File: config.mk
export PLATFORM = sky130hd
export DESIGN_NAME = addr_rf_sched
export DESIGN_NICKNAME = d
export VERILOG_FILES = /design/src/rtl/addr_rf_sched_pkg.sv /design/src/rtl/addr_rf_pos_cnt.sv /design/src/rtl/addr_rf_sched.sv
export SDC_FILE = /design/constraint.sdc
export NUM_CORES = 1
export LEC_CHECK = 0
export ABC_AREA = 1
export CORE_MARGIN = 5
export CORE_UTILIZATION = 50
export CTS_CLUSTER_SIZE = 12
export DETAILED_ROUTE_END_ITERATION = 7
export GPL_ROUTABILITY_DRIVEN = 0
export PLACE_DENSITY = 0.73
export SLEW_MARGIN = 20
export SYNTH_ARGS = -nofsm -noshare
export SYNTH_HDL_FRONTEND = slang
export SYNTH_SLANG_ARGS = --single-unit
File: constraint.sdc
create_clock -name i_clk -period 7.6 [get_ports i_clk]
set_input_delay 2.28 -clock i_clk [delete_from_list [all_inputs] [get_ports i_clk]]
set_output_delay 2.28 -clock i_clk [all_outputs]
set_load 0.02 [all_outputs]
File: src/rtl/addr_rf_sched_pkg.sv
// Shared accelerator package: size defaults and scheduler FSM state encodings.
package addr_rf_sched_pkg;

    localparam int unsigned IA_ROW_DEF     = 128;
    localparam int unsigned W_C_NUM_DEF    = 16;
    localparam int unsigned W_C_LENGTH_DEF = 64;

    typedef logic [2:0] sched_state_t;

    localparam logic [2:0] StIdle  = 3'd0;
    localparam logic [2:0] StIssue = 3'd1;
    localparam logic [2:0] StWait  = 3'd2;
    localparam logic [2:0] StNext  = 3'd3;
    localparam logic [2:0] StDone  = 3'd4;

endpackage

File: src/rtl/addr_rf_pos_cnt.sv
// Nested (col, oh, ow) position counter, ow innermost, with last-position and
// past-last-column flags.
module addr_rf_pos_cnt #(
    parameter int unsigned PW = 8,
    parameter int unsigned CW = 5
) (
    input  logic          clk_i,
    input  logic          rst_ni,
    input  logic          clr_i,
    input  logic          step_i,
    input  logic          skip_i,
    input  logic [PW-1:0] oh_num_i,
    input  logic [PW-1:0] ow_num_i,
    input  logic [CW-1:0] col_num_i,
    output logic [CW-1:0] col_o,
    output logic [PW-1:0] oh_o,
    output logic [PW-1:0] ow_o,
    output logic          last_o,
    output logic          col_end_o
);

    logic [CW-1:0] col_q, col_d;
    logic [PW-1:0] oh_q, oh_d;
    logic [PW-1:0] ow_q, ow_d;
    logic          ow_wrap, oh_wrap;

    assign ow_wrap = (ow_q == ow_num_i - PW'(1));
    assign oh_wrap = (oh_q == oh_num_i - PW'(1));

    always_comb begin
        col_d = col_q;
        oh_d  = oh_q;
        ow_d  = ow_q;
        if (clr_i) begin
            col_d = '0;
            oh_d  = '0;
            ow_d  = '0;
        end else if (skip_i) begin
            col_d = col_q + CW'(1);
            oh_d  = '0;
            ow_d  = '0;
        end else if (step_i) begin
            if (!ow_wrap) begin
                ow_d = ow_q + PW'(1);
            end else begin
                ow_d = '0;
                if (!oh_wrap) begin
                    oh_d = oh_q + PW'(1);
                end else begin
                    oh_d  = '0;
                    col_d = col_q + CW'(1);
                end
            end
        end
    end

    always_ff @(posedge clk_i or negedge rst_ni) begin
        if (!rst_ni) begin
            col_q <= '0;
            oh_q  <= '0;
            ow_q  <= '0;
        end else begin
            col_q <= col_d;
            oh_q  <= oh_d;
            ow_q  <= ow_d;
        end
    end

    assign col_o     = col_q;
    assign oh_o      = oh_q;
    assign ow_o      = ow_q;
    assign last_o    = ow_wrap && oh_wrap && (col_q == col_num_i - CW'(1));
    // A skipped final column leaves col one past the end.
    assign col_end_o = (col_q >= col_num_i);

endmodule

File: src/rtl/addr_rf_sched.sv
// Walks (col, oh, ow) and issues one AddrToRF job per position, skipping empty columns.
// Define ADDR_RF_SCHED_PERF_EN to add per-job busy-cycle and issue counters.
module addr_rf_sched
    import addr_rf_sched_pkg::*;
#(
    parameter int unsigned IA_ROW     = IA_ROW_DEF,
    parameter int unsigned W_C_NUM    = W_C_NUM_DEF,
    parameter int unsigned W_C_LENGTH = W_C_LENGTH_DEF
) (
    input  logic                          i_clk,
    input  logic                          i_rst_n,
    input  logic                          i_start,
    input  logic [1:0]                    i_stride,
    input  logic [$clog2(IA_ROW):0]       i_oh_num,
    input  logic [$clog2(IA_ROW):0]       i_ow_num,
    input  logic [$clog2(W_C_NUM):0]      i_col_num,
    output logic [$clog2(W_C_NUM):0]      o_col,
    input  logic [$clog2(W_C_LENGTH):0]   i_col_len,
    output logic                          o_rf_start,
    output logic [$clog2(IA_ROW):0]       o_h,
    output logic [$clog2(IA_ROW):0]       o_w,
    output logic [$clog2(W_C_LENGTH):0]   o_length,
    input  logic                          i_rf_finish,
    output logic                          o_busy,
    output logic                          o_done
`ifdef ADDR_RF_SCHED_PERF_EN
    ,
    output logic [31:0]                   o_busy_cycles,
    output logic [15:0]                   o_issue_cnt
`endif
);

    localparam int unsigned PW = $clog2(IA_ROW) + 1;
    localparam int unsigned CW = $clog2(W_C_NUM) + 1;
    localparam int unsigned LW = $clog2(W_C_LENGTH) + 1;

    sched_state_t  state_q, state_d;
    logic [1:0]    stride_q;
    logic [PW-1:0] oh_num_q, ow_num_q;
    logic [CW-1:0] col_num_q;
    logic          skip_q, busy_q, done_q, rf_start_q;
    logic [PW-1:0] h_q, w_q;
    logic [LW-1:0] length_q;

    logic          cnt_clr, cnt_step, cnt_skip;
    logic [CW-1:0] col;
    logic [PW-1:0] oh, ow;
    logic          pos_last, col_end;
    logic          start_ok, zero_job, issue;
    logic [1:0]    stride_eff;
    logic [PW-1:0] h_calc, w_calc;

    assign start_ok   = (state_q == StIdle) && i_start;
    assign zero_job   = (i_oh_num == '0) || (i_ow_num == '0) || (i_col_num == '0);
    assign issue      = (state_q == StIssue) && (i_col_len != '0);
    assign stride_eff = (stride_q == 2'd0) ? 2'd1 : stride_q;
    assign h_calc     = oh * {{(PW-2){1'b0}}, stride_eff};
    assign w_calc     = ow * {{(PW-2){1'b0}}, stride_eff};

    addr_rf_pos_cnt #(
        .PW (PW),
        .CW (CW)
    ) u_pos_cnt (
        .clk_i     (i_clk),
        .rst_ni    (i_rst_n),
        .clr_i     (cnt_clr),
        .step_i    (cnt_step),
        .skip_i    (cnt_skip),
        .oh_num_i  (oh_num_q),
        .ow_num_i  (ow_num_q),
        .col_num_i (col_num_q),
        .col_o     (col),
        .oh_o      (oh),
        .ow_o      (ow),
        .last_o    (pos_last),
        .col_end_o (col_end)
    );

    always_comb begin
        state_d  = state_q;
        cnt_clr  = 1'b0;
        cnt_step = 1'b0;
        cnt_skip = 1'b0;
        case (state_q)
            StIdle: begin
                if (i_start) begin
                    cnt_clr = 1'b1;
                    state_d = zero_job ? StDone : StIssue;
                end
            end
            StIssue: begin
                if (i_col_len != '0) begin
                    state_d = StWait;
                end else begin
                    cnt_skip = 1'b1;
                    state_d  = StNext;
                end
            end
            StWait: begin
                if (i_rf_finish) state_d = StNext;
            end
            StNext: begin
                // After a skip the counter already points at the next column.
                if (skip_q) begin
                    state_d = col_end ? StDone : StIssue;
                end else if (pos_last) begin
                    state_d = StDone;
                end else begin
                    cnt_step = 1'b1;
                    state_d  = StIssue;
                end
            end
            StDone:  state_d = StIdle;
            default: state_d = StIdle;
        endcase
    end

    always_ff @(posedge i_clk or negedge i_rst_n) begin
        if (!i_rst_n) begin
            state_q    <= StIdle;
            stride_q   <= '0;
            oh_num_q   <= '0;
            ow_num_q   <= '0;
            col_num_q  <= '0;
            skip_q     <= 1'b0;
            busy_q     <= 1'b0;
            done_q     <= 1'b0;
            rf_start_q <= 1'b0;
            h_q        <= '0;
            w_q        <= '0;
            length_q   <= '0;
        end else begin
            state_q    <= state_d;
            skip_q     <= cnt_skip;
            done_q     <= (state_q == StDone);
            rf_start_q <= issue;
            if (start_ok) begin
                stride_q  <= i_stride;
                oh_num_q  <= i_oh_num;
                ow_num_q  <= i_ow_num;
                col_num_q <= i_col_num;
                busy_q    <= 1'b1;
            end else if (state_q == StDone) begin
                busy_q <= 1'b0;
            end
            if (issue) begin
                h_q      <= h_calc;
                w_q      <= w_calc;
                length_q <= i_col_len;
            end
        end
    end

`ifdef ADDR_RF_SCHED_PERF_EN
    logic [31:0] busy_cycles_q;
    logic [15:0] issue_cnt_q;

    always_ff @(posedge i_clk or negedge i_rst_n) begin
        if (!i_rst_n) begin
            busy_cycles_q <= '0;
            issue_cnt_q   <= '0;
        end else if (start_ok) begin
            busy_cycles_q <= '0;
            issue_cnt_q   <= '0;
        end else begin
            if (busy_q) busy_cycles_q <= busy_cycles_q + 32'd1;
            if (issue)  issue_cnt_q   <= issue_cnt_q + 16'd1;
        end
    end

    assign o_busy_cycles = busy_cycles_q;
    assign o_issue_cnt   = issue_cnt_q;
`endif

    assign o_col      = col;
    assign o_rf_start = rf_start_q;
    assign o_h        = h_q;
    assign o_w        = w_q;
    assign o_length   = length_q;
    assign o_busy     = busy_q;
    assign o_done     = done_q;

endmodule

==> flow_summary.yaml, run 1 <==
setup_path:
  endpoint: "u_pos_cnt.col_o[3]"
  start_kind: "primary input"
  crit_start: "i_col_len[6]"
  slowest_stage: "nor2_2"
  cp.arrival_ns: 4.81
  critical_path.top_delay_family: "simple AND/OR/NAND/NOR gates"
  worstPathMaxFanout: 15
  worstReg2RegStart: "stride_q[1]"
  required_ns: 7.85
  cp.depth: 13
  cp_num_buf_inv: 4
  worstRegToRegCells: 13
  crit_path_max_incr_delay_ns: 0.55
  crit_type: "in2reg"
  cpMostUsedCell: "nand2_1"
  endpoint_kind: "register"
  r2r_slack_ns: 4.42
  crit_chain: "clkdlybuf4s50_1 > inv_1 > nand3_1 > nor2_1 > inv_1 > nor2_2 > nor2_4 > nand2_1 > nand2_1 > inv_4 > nand2_2 > nand2_1 > nand2_1"
  rr_endpoint: "o_w[7]"
yosys:
  synth_ff_type: "dfrtp_1"
  yosysUniqueCellTypes: 45
  synth_mux_area_share_pct: 0
  ys_seq_area_share_pct: 36.57
  synth_top_family_by_area: "simple AND/OR/NAND/NOR gates"
  synth_seq_cells: 74
  synth_compound_area_share_pct: 8.278
  syn_area_per_cell_um2: 7.649
  synth-simple-area-share_pct: 30.49
  synth_area_um2: 5064
  async_reset_ff_share_pct: 100.0
  yosysWarnings: 0
  syn-num-nets: 721
  synth_edf_count: 0
  synth-xor-area-share_pct: 7.438
  netlist_instances: 662
  synth_fa_ha_area_share_pct: 6.474
timing:
  drv_slew: 0
  tns_ns: 0
  finalCritPeriodShare_pct: 60.10
  rsz0062_at_grt: "false"
  fin_hold_ws_ns: 0.4752
  setup_slack_ns: 3.033
  worst-slew-pin-transition_ns: 0.9695
  finalHoldViolations: 0
  slew_headroom_pct: 35.13
  min_period_ns: 4.567
  fin_skew_ns: 0.01303
  setup_viol: 0
  timing.fmax_mhz: 219.0
die:
  die_w_um: 110.6
  initial_utilization_pct: 51.57
  num_rows: 36
  core_area_um2: 9819
  die_area_um2: 12240
  io_pins: 65
  fp.dieH_um: 110.6
clock_network:
  cts_root_buf: "clkbuf_8"
  clock-sinks: 74
  cts_resized: 0
  cts_setup_buffers: 0
  clk_pin_slew_worst_paths_ns: 0.08
  h-tree-depth: 3
  numCtsBuffers: 9
  cts_tree: "yes"
  insertion_delay_ns: 0.35
  clockBufferDepth: 2
  hold_buffers: 0
outcome:
  status: "completed"
place:
  port_buffers: 64
  placed_cells: 841
  preCtsSetupSlack_ns: 2.710
  hpwl_um: 8344
layout:
  antennaDiodeCount: 0
  multi_input_area_um2: 2668
  area_growth_pct: 18.36
  fillers: 904
  drive_gt1_share_pct: 9.116
  seqCellArea_um2: 1852
  fin_nets: 778
  stdcell_count: 857
routing:
  drt-initial-drc-count: 282
  routed_wl_um: 10880
  drcViolationCount: 0
  wl_met1_um: 5218
  post_drt_wl_per_cell_um: 12.70
  top_layer: "met4"
  dr_total_vias: 4307
  antenna_left: 0
  route.met2.wl_um: 4812
  dr.pass1.iters: 5
  wl_met3_um: 611
  vias_per_cell: 5.026
grt:
  grt_pass1_vias: 4242
  grt_max_degree: 75
  track_usage_pct: 18.60
  grt_pass1_wl_um: 19370
  antenna_found_initial: 0
  grt-ovfl-total: 0
flow_run:
  cap_viol_max_count: 0
pwr:
  power.ir.vdd_worst_uv: 228.9
  p_per_area_nw_per_um2: 387.5
  finalPower_mw: 2.323
  p_leak_nw: 3.013
worst_hold_path:
  min_path_type: "reg2reg"
[cell usage after synthesis, types with 2 or more instances]
| cell type | count | area, um2 |
|---|---|---|
| inv_2 | 6 | 22.52 |
| buf_6 | 3 | 33.78 |
| nor3_1 | 5 | 25.02 |
| inv_1 | 103 | 386.6 |
| clkbuf_1 | 9 | 33.78 |
| o31ai_1 | 2 | 15.01 |
| o21a_1 | 2 | 15.01 |
| fa_1 | 2 | 40.04 |
| xor2_1 | 29 | 254.0 |
| nor2_4 | 3 | 33.78 |
| buf_4 | 3 | 22.52 |
| dfrtp_1 | 74 | 1852 |
| o21ai_1 | 3 | 15.01 |
| a21oi_1 | 5 | 25.02 |
| nand2_1 | 178 | 668.1 |
| o21ai_0 | 45 | 225.2 |
| xnor2_1 | 14 | 122.6 |
| nand3_1 | 28 | 140.1 |
| a211oi_1 | 4 | 30.03 |
| o21ai_2 | 6 | 52.55 |
| nand3_4 | 3 | 52.55 |
| nand2_4 | 2 | 22.52 |
| ha_1 | 23 | 287.8 |
| nand3_2 | 14 | 140.1 |
| nor4_1 | 13 | 81.33 |
| o221ai_1 | 2 | 17.52 |
| nor2_8 | 2 | 40.04 |
| nand4_1 | 6 | 37.54 |
| nor2_1 | 52 | 195.2 |
| nand2_2 | 3 | 18.77 |
| buf_2 | 4 | 20.02 |
[worst min path at each step]
| stage | cells after the start | slack (ns) | end | start |
|---|---|---|---|---|
| 2_1_floorplan | 2 | 0.45 | stride_q[0] | stride_q[0] |
| 3_3_place_gp | 2 | 0.45 | o_h[1] | o_h[1] |
| 3_5_place_dp | 2 | 0.46 | o_w[1] | o_w[1] |
| 4_1_cts | 2 | 0.48 | o_w[1] | o_w[1] |
| 5_1_grt | 2 | 0.50 | o_h[1] | o_h[1] |
| 6_report | 2 | 0.48 | o_w[1] | o_w[1] |
[sequential cells by signal, summed over array words and instances (netlist names), 3 cells and up]
signal           flops
col_num_q            5
o_h                  8
o_length             7
o_w                  8
oh_num_q             8
ow_num_q             8
state_q              3
u_pos_cnt.col_o      5
u_pos_cnt.oh_o       8
u_pos_cnt.ow_o       8
[routing by layer]
| layer | vias up | GRT usage (%) |
|---|---|---|
| li1 | 2198 | - |
| met4 | 0 | 6.814 |
| met3 | 22 | 3.829 |
| met5 | - | 0 |
| met2 | 124 | 28.88 |
| met1 | 1963 | 25.66 |
[power by group]
group          switching [mW]  total [mW]  internal [mW]
logic                   0.741        1.22          0.484
registers               0.190       0.740          0.550
clock network           0.147       0.358          0.211
[layout make-up]
cell class,count,share of cell area (%)
Multi-Input combinational cell,457,44.51
Sequential cell,74,30.90
Tap cell,133,2.777
Clock inverter,4,1.211
Timing Repair Buffer,66,10.86
Inverter,111,6.994
Clock buffer,12,2.756
[worst min-delay path, cell delays in order (launching register included)]
cell and delay [ns]:
dfrtp_1 0.35, nand2_1 0.05, nand2_1 0.05
[cell families (layout without fill, tap and decap cells)]
group | Yosys count | after routing
flops | 74 | 74
fa+ha+maj | 25 | 25
xor+xnor | 43 | 43
buf+inv | 131 | 193
compound gates | 72 | 72
simple gates | 317 | 317
[stage by stage]
stage | cell area [um2] | util (%)
after floorplan | 5064 | -
after global placement | 5756 | 58.61
after detailed placement | 5756 | 58.61
after CTS | 5993 | 61.03
after global routing | 5993 | 61.03
final | 5993 | 61.03
[cell usage in the layout (no fill, tap or decap), types with 2 or more instances in the layout]
cell / instances
a211oi_1: 4
a21oi_1: 5
buf_4: 2
bufinv_16: 2
clkbuf_8: 12
clkdlybuf4s50_1: 63
dfrtp_1: 74
fa_1: 2
ha_1: 23
inv_1: 103
inv_2: 6
nand2_1: 178
nand2_2: 3
nand2_4: 2
nand3_1: 28
nand3_2: 14
nand3_4: 3
nand4_1: 6
nor2_1: 52
nor2_4: 3
nor2_8: 2
nor3_1: 5
nor4_1: 13
o21a_1: 2
o21ai_0: 45
o21ai_1: 3
o21ai_2: 6
o221ai_1: 2
o31ai_1: 2
xnor2_1: 14
xor2_1: 29
Note: power is estimated with default switching activity, not from simulation.
==> inputs of run 2 (changes only) <==
- clock period: 7.6 -> 4.6 ns (I/O delays scaled with it)
==> run 2 against run 1 <==
Compared with the run above: cell count up 0.35%; sequential power up 66%; non-clock buffer count increased by 3; combinational power up 67%; register-to-register slack got worse by 2.5 ns; global-route usage increased by 0.35 points; critical endpoint is now u_pos_cnt.col_o[0]; largest cell class unchanged; highest routed layer unchanged.
==> flow_summary.yaml, run 2 (same netlist as run 1, synthesis figures left out) <==
timing:
  slew_headroom_pct: 37.95
  fin_hold_ws_ns: 0.4779
  min_period_ns: 3.270
  setup_viol: 0
  finalCritPeriodShare_pct: 71.08
  finalHoldViolations: 0
  tns_ns: 0
  drv_slew: 0
  fin_skew_ns: 0.01509
  worst-slew-pin-transition_ns: 0.9307
  timing.fmax_mhz: 305.9
  rsz0062_at_grt: "false"
die:
  fp.dieH_um: 110.6
  initial_utilization_pct: 51.57
  num_rows: 36
  io_pins: 65
  die_area_um2: 12240
  core_area_um2: 9819
  die_w_um: 110.6
routing:
  routed_wl_um: 11210
  drcViolationCount: 0
  antenna_left: 0
  dr_total_vias: 4330
  dr.pass1.iters: 4
  drt-initial-drc-count: 251
  vias_per_cell: 5.035
  post_drt_wl_per_cell_um: 13.03
grt:
  grt-ovfl-total: 0
  grt_max_degree: 75
  antenna_found_initial: 0
  use_met3_pct: 3.282
  grt_use_met2_pct: 30.58
  track_usage_pct: 18.95
  grtUsageMet1_pct: 25.99
  top_usage_layer: "met2"
  grt_pass1_wl_um: 19740
  grt_pass1_vias: 4279
setup_path:
  worstPathMaxFanout: 28
  cp.arrival_ns: 3.51
  worstRegToRegCells: 14
  endpoint_kind: "register"
  required_ns: 4.84
  start_kind: "primary input"
  crit_type: "in2reg"
clock_network:
  h-tree-depth: 3
  cts_tree: "yes"
  clk_pin_slew_worst_paths_ns: 0.08
  cts_resized: 0
  insertion_delay_ns: 0.35
  clockBufferDepth: 2
  numCtsBuffers: 9
  cts_setup_buffers: 0
  clock-sinks: 74
  cts_root_buf: "clkbuf_8"
  hold_buffers: 0
layout:
  drive_gt1_share_pct: 9.354
  antennaDiodeCount: 0
  fillers: 925
  area_growth_pct: 18.43
  multi_input_area_um2: 2668
  layout_common_cells: "nand2_1, inv_1, dfrtp_1, clkdlybuf4s50_1, nor2_1"
  fin_nets: 781
  stdcell_count: 860
  final_common_cell: "nand2_1"
  seqCellArea_um2: 1852
worst_hold_path:
  min_path_type: "reg2reg"
  hold_depth: 2
outcome:
  status: "completed"
place:
  port_buffers: 64
  hpwl_um: 8540
  placed_cells: 844
pwr:
  finalPower_mw: 3.833
  p_leak_nw: 3.019
  power.ir.vdd_worst_uv: 368.7
  p_per_area_nw_per_um2: 639.1
flow_run:
  cap_viol_max_count: 0
-- run 2: stage by stage --
| stage | instance area, um2 | setup WS [ns] | util [%] |
|---|---|---|---|
| after floorplan | 5064 | 1.974 | - |
| after global placement | 5778 | 1.105 | 58.84 |
| after detailed placement | 5778 | 0.9619 | 58.84 |
| after CTS | 5997 | 1.336 | 61.07 |
| after global routing | 5997 | 1.103 | 61.07 |
| final | 5997 | 1.330 | 61.07 |
-- run 2: layer usage --
metal / wire length, um / up-vias / part of all wire, %
met5: 0 / - / 0
met4: 178 / 0 / 1.6
met3: 499 / 15 / 4.5
met2: 5199 / 120 / 46
met1: 5330 / 1995 / 48
li1: - / 2200 / -
-- run 2: path summary, 6_finish.rpt --
check / startpoint / end / slack, ns
setup / recovery: i_col_len[0] / u_pos_cnt.col_o[0] / 1.33
hold / removal: o_w[1] / o_w[1] / 0.48
setup reg to reg: stride_q[1] / o_w[7] / 1.92
hold reg to reg: o_w[1] / o_w[1] / 0.48
max in group asynchronous: i_rst_n / oh_num_q[1] / 2.75
min in group asynchronous: i_rst_n / o_h[6] / 1.25
-- run 2: area by class of cell --
cell class                      instances  area share, %
Clock inverter                          5          1.294
Sequential cell                        74          30.88
Tap cell                              133          2.775
Inverter                              111          6.989
Clock buffer                           11          2.358
Multi-Input combinational cell        457          44.48
Timing Repair Buffer                   69          11.22
-- run 2: worst max-delay path, stage by stage --
cell,delay [ns]
clkdlybuf4s50_1,0.41
inv_1,0.08
nand4_1,0.09
nor2_1,0.18
inv_1,0.08
nor2_2,0.47
nor2_4,0.10
nand2_4,0.37
nand2_2,0.16
nand2_1,0.11
nand2_1,0.06
-- run 2: where the power goes --
part           switching [mW]  internal, mW  total (mW)
Clock                   0.244         0.319       0.563
Combinational            1.23         0.812        2.04
Sequential              0.317         0.909        1.23
